### src/rtl/mem_port_arbiter.sv
// Two-requester (instruction fetch / load-store) arbiter for a single memory port.
// One transaction in flight; round-robin on ties, fetch flush, and a response timeout.
module mem_port_arbiter #(
    parameter int ADDR_W         = 32,
    parameter int DATA_W         = 32,
    parameter int TIMEOUT_CYCLES = 255
) (
    input  logic                clk_i,
    input  logic                rst_i,
    input  logic                flush_i,
    input  logic                if_req_valid_i,
    output logic                if_req_ready_o,
    input  logic [ADDR_W-1:0]   if_addr_i,
    output logic                if_rsp_valid_o,
    input  logic                if_rsp_ready_i,
    output logic [DATA_W-1:0]   if_rsp_data_o,
    output logic                if_rsp_err_o,
    input  logic                lsu_req_valid_i,
    output logic                lsu_req_ready_o,
    input  logic [ADDR_W-1:0]   lsu_addr_i,
    input  logic                lsu_we_i,
    input  logic [DATA_W/8-1:0] lsu_be_i,
    input  logic [DATA_W-1:0]   lsu_wdata_i,
    output logic                lsu_rsp_valid_o,
    input  logic                lsu_rsp_ready_i,
    output logic [DATA_W-1:0]   lsu_rsp_data_o,
    output logic                lsu_rsp_err_o,
    output logic                mem_req_valid_o,
    input  logic                mem_req_ready_i,
    output logic [ADDR_W-1:0]   mem_addr_o,
    output logic                mem_we_o,
    output logic [DATA_W/8-1:0] mem_be_o,
    output logic [DATA_W-1:0]   mem_wdata_o,
    input  logic                mem_rsp_valid_i,
    output logic                mem_rsp_ready_o,
    input  logic [DATA_W-1:0]   mem_rsp_data_i,
    input  logic                mem_rsp_err_i,
    output logic                busy_o
);

    localparam int BE_W  = DATA_W / 8;
    localparam int CNT_W = (TIMEOUT_CYCLES > 0) ? $clog2(TIMEOUT_CYCLES + 1) : 1;
    localparam logic [CNT_W-1:0] CNT_LAST = CNT_W'(TIMEOUT_CYCLES - 1);
    localparam logic [CNT_W-1:0] CNT_MAX  = '1;

    typedef enum logic [2:0] {
        ST_IDLE,
        ST_ISSUE,
        ST_WAIT,
        ST_RESP,
        ST_DRAIN
    } state_t;

    state_t              state_reg, state_next;
    logic                owner_lsu_reg, owner_lsu_next;
    logic                last_lsu_reg, last_lsu_next;
    logic                discard_reg, discard_next;
    logic                timed_out_reg, timed_out_next;
    logic [CNT_W-1:0]    cnt_reg, cnt_next;
    logic [ADDR_W-1:0]   addr_reg, addr_next;
    logic                we_reg, we_next;
    logic [BE_W-1:0]     be_reg, be_next;
    logic [DATA_W-1:0]   wdata_reg, wdata_next;
    logic [DATA_W-1:0]   rdata_reg, rdata_next;
    logic                err_reg, err_next;

    logic if_req_eff;
    logic grant_lsu;
    logic grant_if;
    logic flush_if;
    logic discard_eff;
    logic timeout_hit;
    logic resp_done;

    // A flushed fetch must not be granted, so flush masks the IF request before arbitration.
    assign if_req_eff  = if_req_valid_i & ~flush_i;
    assign grant_lsu   = lsu_req_valid_i & (~if_req_eff | ~last_lsu_reg);
    assign grant_if    = if_req_eff & ~grant_lsu;
    assign flush_if    = flush_i & ~owner_lsu_reg;
    assign discard_eff = discard_reg | flush_if;
    assign timeout_hit = (TIMEOUT_CYCLES != 0) && (cnt_reg == CNT_LAST);

    assign mem_addr_o  = addr_reg;
    assign mem_we_o    = we_reg;
    assign mem_be_o    = be_reg;
    assign mem_wdata_o = wdata_reg;
    assign busy_o      = (state_reg != ST_IDLE);

    always_comb begin
        state_next      = state_reg;
        owner_lsu_next  = owner_lsu_reg;
        last_lsu_next   = last_lsu_reg;
        discard_next    = discard_reg;
        timed_out_next  = timed_out_reg;
        cnt_next        = cnt_reg;
        addr_next       = addr_reg;
        we_next         = we_reg;
        be_next         = be_reg;
        wdata_next      = wdata_reg;
        rdata_next      = rdata_reg;
        err_next        = err_reg;
        resp_done       = 1'b0;
        if_req_ready_o  = 1'b0;
        lsu_req_ready_o = 1'b0;
        if_rsp_valid_o  = 1'b0;
        if_rsp_data_o   = '0;
        if_rsp_err_o    = 1'b0;
        lsu_rsp_valid_o = 1'b0;
        lsu_rsp_data_o  = '0;
        lsu_rsp_err_o   = 1'b0;
        mem_req_valid_o = 1'b0;
        mem_rsp_ready_o = 1'b0;

        case (state_reg)
            ST_IDLE: begin
                if_req_ready_o  = grant_if;
                lsu_req_ready_o = grant_lsu;
                discard_next    = 1'b0;
                if (grant_lsu) begin
                    addr_next      = lsu_addr_i;
                    we_next        = lsu_we_i;
                    be_next        = lsu_be_i;
                    wdata_next     = lsu_wdata_i;
                    owner_lsu_next = 1'b1;
                    last_lsu_next  = 1'b1;
                    state_next     = ST_ISSUE;
                end else if (grant_if) begin
                    addr_next      = if_addr_i;
                    we_next        = 1'b0;
                    be_next        = '1;
                    wdata_next     = '0;
                    owner_lsu_next = 1'b0;
                    last_lsu_next  = 1'b0;
                    state_next     = ST_ISSUE;
                end
            end

            ST_ISSUE: begin
                // The request stays up even when flushed; the response is dropped later.
                mem_req_valid_o = 1'b1;
                if (flush_if) begin
                    discard_next = 1'b1;
                end
                if (mem_req_ready_i) begin
                    cnt_next   = '0;
                    state_next = ST_WAIT;
                end
            end

            ST_WAIT: begin
                mem_rsp_ready_o = 1'b1;
                if (flush_if) begin
                    discard_next = 1'b1;
                end
                if (mem_rsp_valid_i) begin
                    rdata_next = we_reg ? '0 : mem_rsp_data_i;
                    err_next   = mem_rsp_err_i;
                    if (discard_eff) begin
                        discard_next = 1'b0;
                        state_next   = ST_IDLE;
                    end else begin
                        state_next = ST_RESP;
                    end
                end else if (timeout_hit) begin
                    rdata_next     = '0;
                    err_next       = 1'b1;
                    timed_out_next = 1'b1;
                    state_next     = discard_eff ? ST_DRAIN : ST_RESP;
                end else if (cnt_reg != CNT_MAX) begin
                    cnt_next = cnt_reg + 1'b1;
                end
            end

            ST_RESP: begin
                if (owner_lsu_reg) begin
                    lsu_rsp_valid_o = 1'b1;
                    lsu_rsp_data_o  = rdata_reg;
                    lsu_rsp_err_o   = err_reg;
                    resp_done       = lsu_rsp_ready_i;
                end else if (flush_i) begin
                    resp_done = 1'b1;
                end else begin
                    if_rsp_valid_o = 1'b1;
                    if_rsp_data_o  = rdata_reg;
                    if_rsp_err_o   = err_reg;
                    resp_done      = if_rsp_ready_i;
                end
                if (resp_done) begin
                    state_next = timed_out_reg ? ST_DRAIN : ST_IDLE;
                end
            end

            ST_DRAIN: begin
                // Absorb the late response belonging to the timed-out transaction.
                mem_rsp_ready_o = 1'b1;
                if (mem_rsp_valid_i) begin
                    timed_out_next = 1'b0;
                    discard_next   = 1'b0;
                    state_next     = ST_IDLE;
                end
            end

            default: begin
                state_next = ST_IDLE;
            end
        endcase
    end

    always_ff @(posedge clk_i) begin
        if (rst_i) begin
            state_reg     <= ST_IDLE;
            owner_lsu_reg <= 1'b0;
            last_lsu_reg  <= 1'b0;
            discard_reg   <= 1'b0;
            timed_out_reg <= 1'b0;
            cnt_reg       <= '0;
            addr_reg      <= '0;
            we_reg        <= 1'b0;
            be_reg        <= '0;
            wdata_reg     <= '0;
            rdata_reg     <= '0;
            err_reg       <= 1'b0;
        end else begin
            state_reg     <= state_next;
            owner_lsu_reg <= owner_lsu_next;
            last_lsu_reg  <= last_lsu_next;
            discard_reg   <= discard_next;
            timed_out_reg <= timed_out_next;
            cnt_reg       <= cnt_next;
            addr_reg      <= addr_next;
            we_reg        <= we_next;
            be_reg        <= be_next;
            wdata_reg     <= wdata_next;
            rdata_reg     <= rdata_next;
            err_reg       <= err_next;
        end
    end

endmodule

### config.mk
export PLATFORM = sky130hd
export DESIGN_NAME = mem_port_arbiter
export DESIGN_NICKNAME = d
export VERILOG_FILES = /design/src/rtl/mem_port_arbiter.sv
export SDC_FILE = /design/constraint.sdc
export NUM_CORES = 1
export LEC_CHECK = 0
export ABC_AREA = 1
export CORE_AREA = 2 2 130 163
export CTS_BUF_LIST = sky130_fd_sc_hd__clkbuf_2
export CTS_CLUSTER_DIAMETER = 100
export CTS_CLUSTER_SIZE = 24
export DETAILED_ROUTE_END_ITERATION = 8
export DIE_AREA = 0 0 132 165
export GPL_TIMING_DRIVEN = 0
export SYNTH_ARGS = -nofsm -noshare
export SYNTH_HDL_FRONTEND = slang
export SYNTH_SLANG_ARGS = --single-unit
### constraint.sdc
create_clock -name clk_i -period 3.7 [get_ports clk_i]
set_clock_uncertainty 0.15 [all_clocks]
set_input_delay 0.555 -clock clk_i [delete_from_list [all_inputs] [get_ports clk_i]]
set_output_delay 0.555 -clock clk_i [all_outputs]
set_load 0.01 [all_outputs]
---- After elaboration in Yosys (flattened, before gate mapping) ----
Cells that the tools add are included.
operators by class
  add/sub/neg operators ................... 1
  equal/unequal tests ..................... 15
  mux-type cells .......................... 59
  bitwise operators ....................... 10
  reduce and logical (&&, ||, !) cells .... 14
operators with widths
  kind                                                             number
  32-bit 2-to-1 mux                                                12
  8-bit 2-to-1 mux                                                 4
  1-bit 2-to-1 mux                                                 27
  3-bit 2-to-1 mux                                                 9
  8-bit case mux with 2 select lines                               1
  3-bit case mux with 5 select lines                               1
  2-bit != test, second input constant                             7
  5-bit AND reduction                                              2
  8-bit by 1-bit adder with 8-bit output, second input constant    1
  8-bit == test, second input constant                             1
  4-bit 2-to-1 mux                                                 2
  8-bit != test, second input constant                             1
  2-bit nonzero test                                               4
  3-bit by 2-bit == test with 1-bit output, second input constant  2
  3-bit != test, second input constant                             2
  2-bit AND reduction                                              3
  1-bit AND                                                        4
  1-bit inverter                                                   4
  1-bit case mux with 4 select lines                               1
  4-bit AND reduction                                              1
  4-bit nonzero test                                               1
  3-bit by 1-bit == test with 1-bit output, second input constant  1
  3-bit == test, second input constant                             1
  3-bit logical NOT                                                1
  5 further kinds                                                  6
word-level totals
  bits in registers ....................... 116
  input bits .............................. 143
  output and inout bits ................... 142
  logic and storage cells ................. 110

---- Logic depth before layout (Yosys ltp) ----
Gate-level depths: netlist (run 1).
  depth in word-level cells ............... 10
  depth in mapped cells ................... 12
  mapped depth without buffers ............ 11

---- Worst setup path before layout (run 1) ----
No wires, ideal clock.
  kind .................................... in2out
  start point ............................. in flush_i
  end point ............................... out if_req_ready_o
  data arrival time ....................... 1,511 ps
  setup slack ............................. 1,484 ps
  stages .................................. 8
  cells stage by stage .................... inv_2 nand2_1 inv_2 nand2_1 nand2_1 inv_1 buf_2 nor3_1
on the way
  word-level cells in the longest chain between the ends .. 8
ends and longest elaborated chain
  item                line  RTL
  start, declared     10    input logic flush_i,
  1-bit inverter *    76    assign if_req_eff = if_req_valid_i & ~flush_i;
  1-bit AND *         76
  1-bit inverter      77    assign grant_lsu = lsu_req_valid_i & (~if_req_eff | ~last_lsu_reg);
  1-bit OR            77
  1-bit AND           77
  1-bit inverter      78    assign grant_if = if_req_eff & ~grant_lsu;
  1-bit AND *         78
  1-bit 2-to-1 mux *  114   case (state_reg)
  end, declared       12    output logic if_req_ready_o,
Mark *: on every way between the ends. The rest lies on a longest branch, timed or not.

---- Worst setup path in the final report (run 1) ----
Same ends and word-level chain as after synthesis.

==> flow_summary.json, run 1 <==
{
  "fin_cells": 1335,
  "crit_arrival_ns": 2.74,
  "postRouteAntennaNets": 0,
  "cts.clk_slew.worst_paths_ns": 0.20,
  "synth_seq_cells": 116,
  "min-delay-start": "mem_rsp_data_i[26]",
  "placed_cells": 1301,
  "synth-async-reset-ratio_pct": 0,
  "viasPerCell": 4.423,
  "grtUsageTotal_pct": 17.91,
  "ys_warn_count": 0,
  "status": "complete, no violations",
  "power_w": 0.004569,
  "drtIter0Drc": 189,
  "drc_errors": 0,
  "finalWeightedCongestion": 0.8867,
  "syn_avg_cell_area_sq_um": 6.920,
  "grt_pass1_wl_mm": 30.50,
  "die_w_um": 132,
  "hold_violations": 0,
  "dieArea_sq_um": 21780,
  "syn_inst": 748,
  "rows": 58,
  "worstRegToRegCells": 11,
  "die_height_um": 165,
  "areaGrowthSynthToFinish_pct": 66.84,
  "ir_worst_vdd_v": 0.0002596,
  "period_minus_slack_ns": 3.444,
  "holdPathEnd": "rdata_reg[26]",
  "dpl_cell_area_sq_um": 8347,
  "synthFlopType": "dfxtp_1",
  "finalWirelength_mm": 19.68,
  "rsz0062_at_grt": "false",
  "holdPathStages": 3,
  "dp_hpwl_mm": 15.33,
  "io_buffers": 283,
  "antenna_found_initial": 1,
  "power_leakage_nw": 3.119,
  "min_path_type": "input port to flop",
  "htreeDepth": 4,
  "syn-num-nets": 893,
  "grt_pass1_vias": 5826,
  "reg2reg_slack_ns": 1.77,
  "grt-ovfl-total": 0,
  "grt_max_degree": 17,
  "path_max_fanout": 10,
  "path_class": "input port to primary output",
  "ys_top_cells_by_area": "dfxtp_1 45%, nand2_1 14%, a21oi_1 12%",
  "cts_root_buffer": "clkbuf_2",
  "r2r_end": "rdata_reg[18]",
  "synth_most_common_cell": "nand2_1",
  "synth_edf_count": 0,
  "syn-cell-area_sq_um": 5176,
  "cp-start-kind": "input port",
  "coreArea_sq_um": 20100,
  "clk_latency_ns": 0.70,
  "finalCritPeriodShare_pct": 93.09,
  "synth_largest_area_cell": "dfxtp_1",
  "cts_buffer_depth": 2,
  "power_density_nw_per_um2": 529.1,
  "layout-drive-gt1-share_pct": 8.083,
  "slew_headroom_pct": 50.56,
  "synth_top_area_share_pct": 44.86,
  "cts.sinks": 116,
  "slew_viol_final": 0,
  "nets": 1196,
  "fillers": 2127,
  "final-setup-viol-count": 0,
  "design_area_sq_um": 8636,
  "initial_core_util_pct": 25.75,
  "cp-end-kind": "primary output",
  "wl_per_cell_um": 14.74,
  "fmax_mhz": 290.3,
  "yosys-top-cells-count": "193 x nand2_1, 129 x a21oi_1, 116 x dfxtp_1, 102 x nor2_1, 61 x inv_1",
  "maxCapViolations": 0,
  "worstMarginPinSlew_ns": 0.7416,
  "worstPathRequired_ns": 2.99,
  "cts_tree": "yes",
  "yosysSeqAreaShare_pct": 44.86,
  "r2r-start": "cnt_reg[0]",
  "pin_count": 285,
  "first_pass_iters": 4,
  "cts-buffers-inserted": 17,
  "hold_buffers": 0,
  "post_synth_num_cell_types": 29,
  "via_count": 5905,
  "finalSetupTns_ns": 0
}
[placed cells by master, fill, tap and decap left out, types with 2 or more instances in the layout]
cell               n
clkdlybuf4s50_1  283
nand2_1          192
a21oi_1          129
dfxtp_1          116
nor2_1           101
inv_1             61
o21ai_0           47
clkbuf_2          23
clkbuf_1          20
buf_2             14
nand3_1           11
a21oi_2           10
nand2_2            8
buf_6              5
clkinvlp_4         5
inv_2              4
nor2_4             4
clkinv_1           4
nor3_1             3
bufinv_16          3
nor3_4             2
nand3b_1           2
nand4_1            2
ha_1               2
clkinv_4           2
[worst max-delay path by stage]
stage,startpoint,end,slack [ns],cells past startpoint
6_report,flush_i,if_req_ready_o,0.26,10
5_1_grt,state_reg[2],if_rsp_data_o[0],0.01,7
4_1_cts,state_reg[2],if_rsp_data_o[2],0.05,7
3_5_place_dp,flush_i,if_req_ready_o,0.16,10
3_3_place_gp,flush_i,if_req_ready_o,0.15,10
2_1_floorplan,flush_i,if_req_ready_o,1.48,8
[metrics by stage]
step	hold WS, ns	utilization [%]	setup slack, ns
2_1_floorplan	0.2857	-	1.484
3_3_place_gp	0.2961	41.52	0.1509
3_5_place_dp	0.3025	41.52	0.1553
4_1_cts	0.1217	42.80	0.05441
5_1_grt	0.1178	42.96	0.01281
6_report	0.2340	42.96	0.2558
[where the power goes]
| part | switching (W) | leakage (nW) | internal (W) | total [W] |
|---|---|---|---|---|
| clock network | 0.000515 | 0.132 | 0.000366 | 0.000881 |
| registers | 0.000170 | 0.948 | 0.00154 | 0.00171 |
| logic | 0.00106 | 2.04 | 0.000913 | 0.00197 |
| total | 0.00175 | 3.12 | 0.00282 | 0.00457 |
[layout make-up]
cell class                      count  area, sq um  share of cell area (%)
Inverter                           65        244.0                   2.825
Sequential cell                   116         2322                   26.89
Buffer                             45        231.5                   2.680
Timing Repair Buffer              284         2840                   32.89
Clock buffer                       17        85.08                  0.9852
Multi-Input combinational cell    522         2407                   27.88
Antenna cell                        1        2.502                 0.02898
Tap cell                          270        337.8                   3.912
Clock inverter                     15        165.2                   1.912
[critical path, cell delays in order]
cell             delay (ns)
clkdlybuf4s50_1        0.53
inv_2                  0.14
nand2_1                0.09
inv_2                  0.08
nand2_1                0.06
nand2_2                0.18
inv_1                  0.15
buf_2                  0.22
nor3_1                 0.15
clkdlybuf4s50_1        0.59
[cells by family after synthesis]
logic type,count (synthesis),synth area share (%)
and+or+nand+nor,329,26.11
AOI/OAI and AO/OA,190,19.34
DFF,116,44.86
buffers and inverters,110,9.040
adders and majority gates,2,0.4834
xor gates and xnor gates,1,0.1692
[metal layers]
layer / GRT usage, % / share of wire (%)
met5: 0 / 0
met4: 7.411 / 2.6
met3: 7.366 / 8.7
met2: 30.56 / 48
met1: 19.77 / 41
[repair_timing]
item / 4_1_cts / 5_1_grt
resized for setup: 2 / 13
endpoints found under the setup margin: 32 / 44
setup buffers: 0 / 1
pin swaps: 0 / 1
endpoints found under the hold margin: 0 / 0
Power figures use the tool's default switching activity.
==> run 2: changes to the inputs <==
- MAX_ROUTING_LAYER: unset -> met4
- clock period: 3.7 -> 3.8 ns (I/O delays scaled with it)
==> run 2 against run 1 <==
  * Sequential cell count unchanged
  * Register-to-register slack improved by 0.10 ns
  * Clock power shrank 2.5%
  * Clock-buffer cell count unchanged
  * Sequential share of layout area grew 0.055 points
  * Power is 2.7% lower
  * Hold slack better by 0.011 ns
==> flow_summary.json, run 2 (same netlist as run 1, synthesis figures left out) <==
{
  "status": "complete, no violations",
  "grt_pass1_vias": 5858,
  "slowest_delay_ns": 0.59,
  "nets": 1195,
  "io_buffers": 283,
  "grt_pass1_wl_mm": 30.42,
  "cts_buffer_depth": 2,
  "finalWeightedCongestion": 0.9015,
  "hold_ws_ns": 0.2451,
  "drtIter0Drc": 202,
  "period_minus_slack_ns": 3.600,
  "drc_errors": 0,
  "clk_latency_ns": 0.70,
  "crit_arrival_ns": 2.88,
  "cts_tree": "yes",
  "hold_buffers": 0,
  "grtUsageTotal_pct": 18.40,
  "maxCapViolations": 0,
  "postRouteAntennaNets": 0,
  "pin_count": 285,
  "placed_cells": 1301,
  "r2r_end": "rdata_reg[18]",
  "rsz0062_at_grt": "true",
  "final_cell_mix": "283 x clkdlybuf4s50_1, 193 x nand2_1, 129 x a21oi_1",
  "fin_cells": 1334,
  "fmax_mhz": 277.8,
  "viasPerCell": 4.425,
  "worstMarginPinSlew_ns": 0.7475,
  "cts-buffers-inserted": 17,
  "finalSetupTns_ns": 0,
  "grt_max_degree": 17,
  "power_leakage_nw": 3.098,
  "dpl_cell_area_sq_um": 8347,
  "fillers": 2130,
  "areaGrowthSynthToFinish_pct": 66.50,
  "cp-end-kind": "primary output",
  "slew_viol_final": 0,
  "final-setup-viol-count": 0,
  "wl_per_cell_um": 14.77,
  "path_class": "input port to primary output",
  "slew_headroom_pct": 50.16,
  "power_density_nw_per_um2": 515.7,
  "worstRegToRegCells": 11,
  "coreArea_sq_um": 20100,
  "cts.clk_slew.worst_paths_ns": 0.19,
  "finalCritPeriodShare_pct": 94.73,
  "ir_worst_vdd_v": 0.0002528,
  "layout_commonest_cell": "clkdlybuf4s50_1",
  "rows": 58,
  "hold_violations": 0,
  "slowest_stage": "clkdlybuf4s50_1",
  "path_max_fanout": 10,
  "dp_hpwl_mm": 15.33,
  "grt-ovfl-total": 0,
  "cts.sinks": 116,
  "first_pass_iters": 5,
  "die_w_um": 132,
  "cp_common_cell": "nand2_1",
  "holdPathEnd": "mem_wdata_o[10]",
  "die_height_um": 165,
  "antenna_found_initial": 1,
  "min-delay-start": "lsu_wdata_i[10]",
  "htreeDepth": 4,
  "reg2reg_slack_ns": 1.87,
  "cp-start-kind": "input port",
  "layout-drive-gt1-share_pct": 7.338,
  "cts_root_buffer": "clkbuf_2",
  "initial_core_util_pct": 25.75,
  "dieArea_sq_um": 21780,
  "via_count": 5903,
  "design_area_sq_um": 8618,
  "holdPathStages": 3,
  "crit_chain": "clkdlybuf4s50_1, inv_2, nand2_1, inv_2, nand2_1, nand2_1, inv_1, buf_2, nor3_1, clkdlybuf4s50_1",
  "min_path_type": "input port to flop",
  "worstPathRequired_ns": 3.08,
  "r2r-start": "cnt_reg[0]",
  "finalWirelength_mm": 19.71
}
==> run 2: final cells by class <==
class	count	area, sq um	share of cell area (%)
buffer	45	224.0	2.599
multi-input combinational	522	2405	27.90
clock buffer	17	85.08	0.9872
antenna	1	2.502	0.02904
clock inverter	15	165.2	1.916
sequential	116	2322	26.95
timing repair buffer	283	2833	32.87
tap	270	337.8	3.920
inverter	65	244.0	2.831
==> run 2: routing by layer <==
metal	routed length (um)	vias to the layer above	part of all wire (%)	GRT usage (%)
li1	-	2986	-	-
met1	8094	2628	41	20.65
met2	9514	255	48	30.54
met3	1581	34	8.0	5.801
met4	515	0	2.6	7.411
met5	0	-	0	-
==> run 2: worst max-delay path by stage <==
stage,start,endpoint,slack (ns)
floorplan,flush_i,if_req_ready_o,1.55
global placement,flush_i,if_req_ready_o,0.22
detailed placement,flush_i,if_req_ready_o,0.23
CTS,state_reg[2],lsu_rsp_data_o[18],0.03
global route,state_reg[2],if_rsp_data_o[0],0.006
finish,flush_i,if_req_ready_o,0.20
==> run 2: through the flow <==
stage	util, %	worst slack [ns]	power (W)
finish	42.87	0.2004	0.004445
global route	42.87	0.005654	0.004790
CTS	42.79	0.02862	0.004521
detailed placement	41.52	0.2253	0.003624
global placement	41.52	0.2209	0.003620
floorplan	-	1.554	0.002641
==> run 2: where the power goes <==
part           switching (W)  internal, W  total (W)
combinational        0.00103     0.000886    0.00192
sequential          0.000165      0.00150    0.00167
clock               0.000502     0.000357   0.000859
==> run 2: critical path, delay by kind of cell <==
family,cells,cell delay [ns]
and+or+nand+nor,4,0.55
buffers and inverters,6,1.74
==> run 2: timing repair <==
action,4_1_cts,5_1_grt
setup endpoints to repair,22,29
setup buffers,0,0
resized for setup,1,3
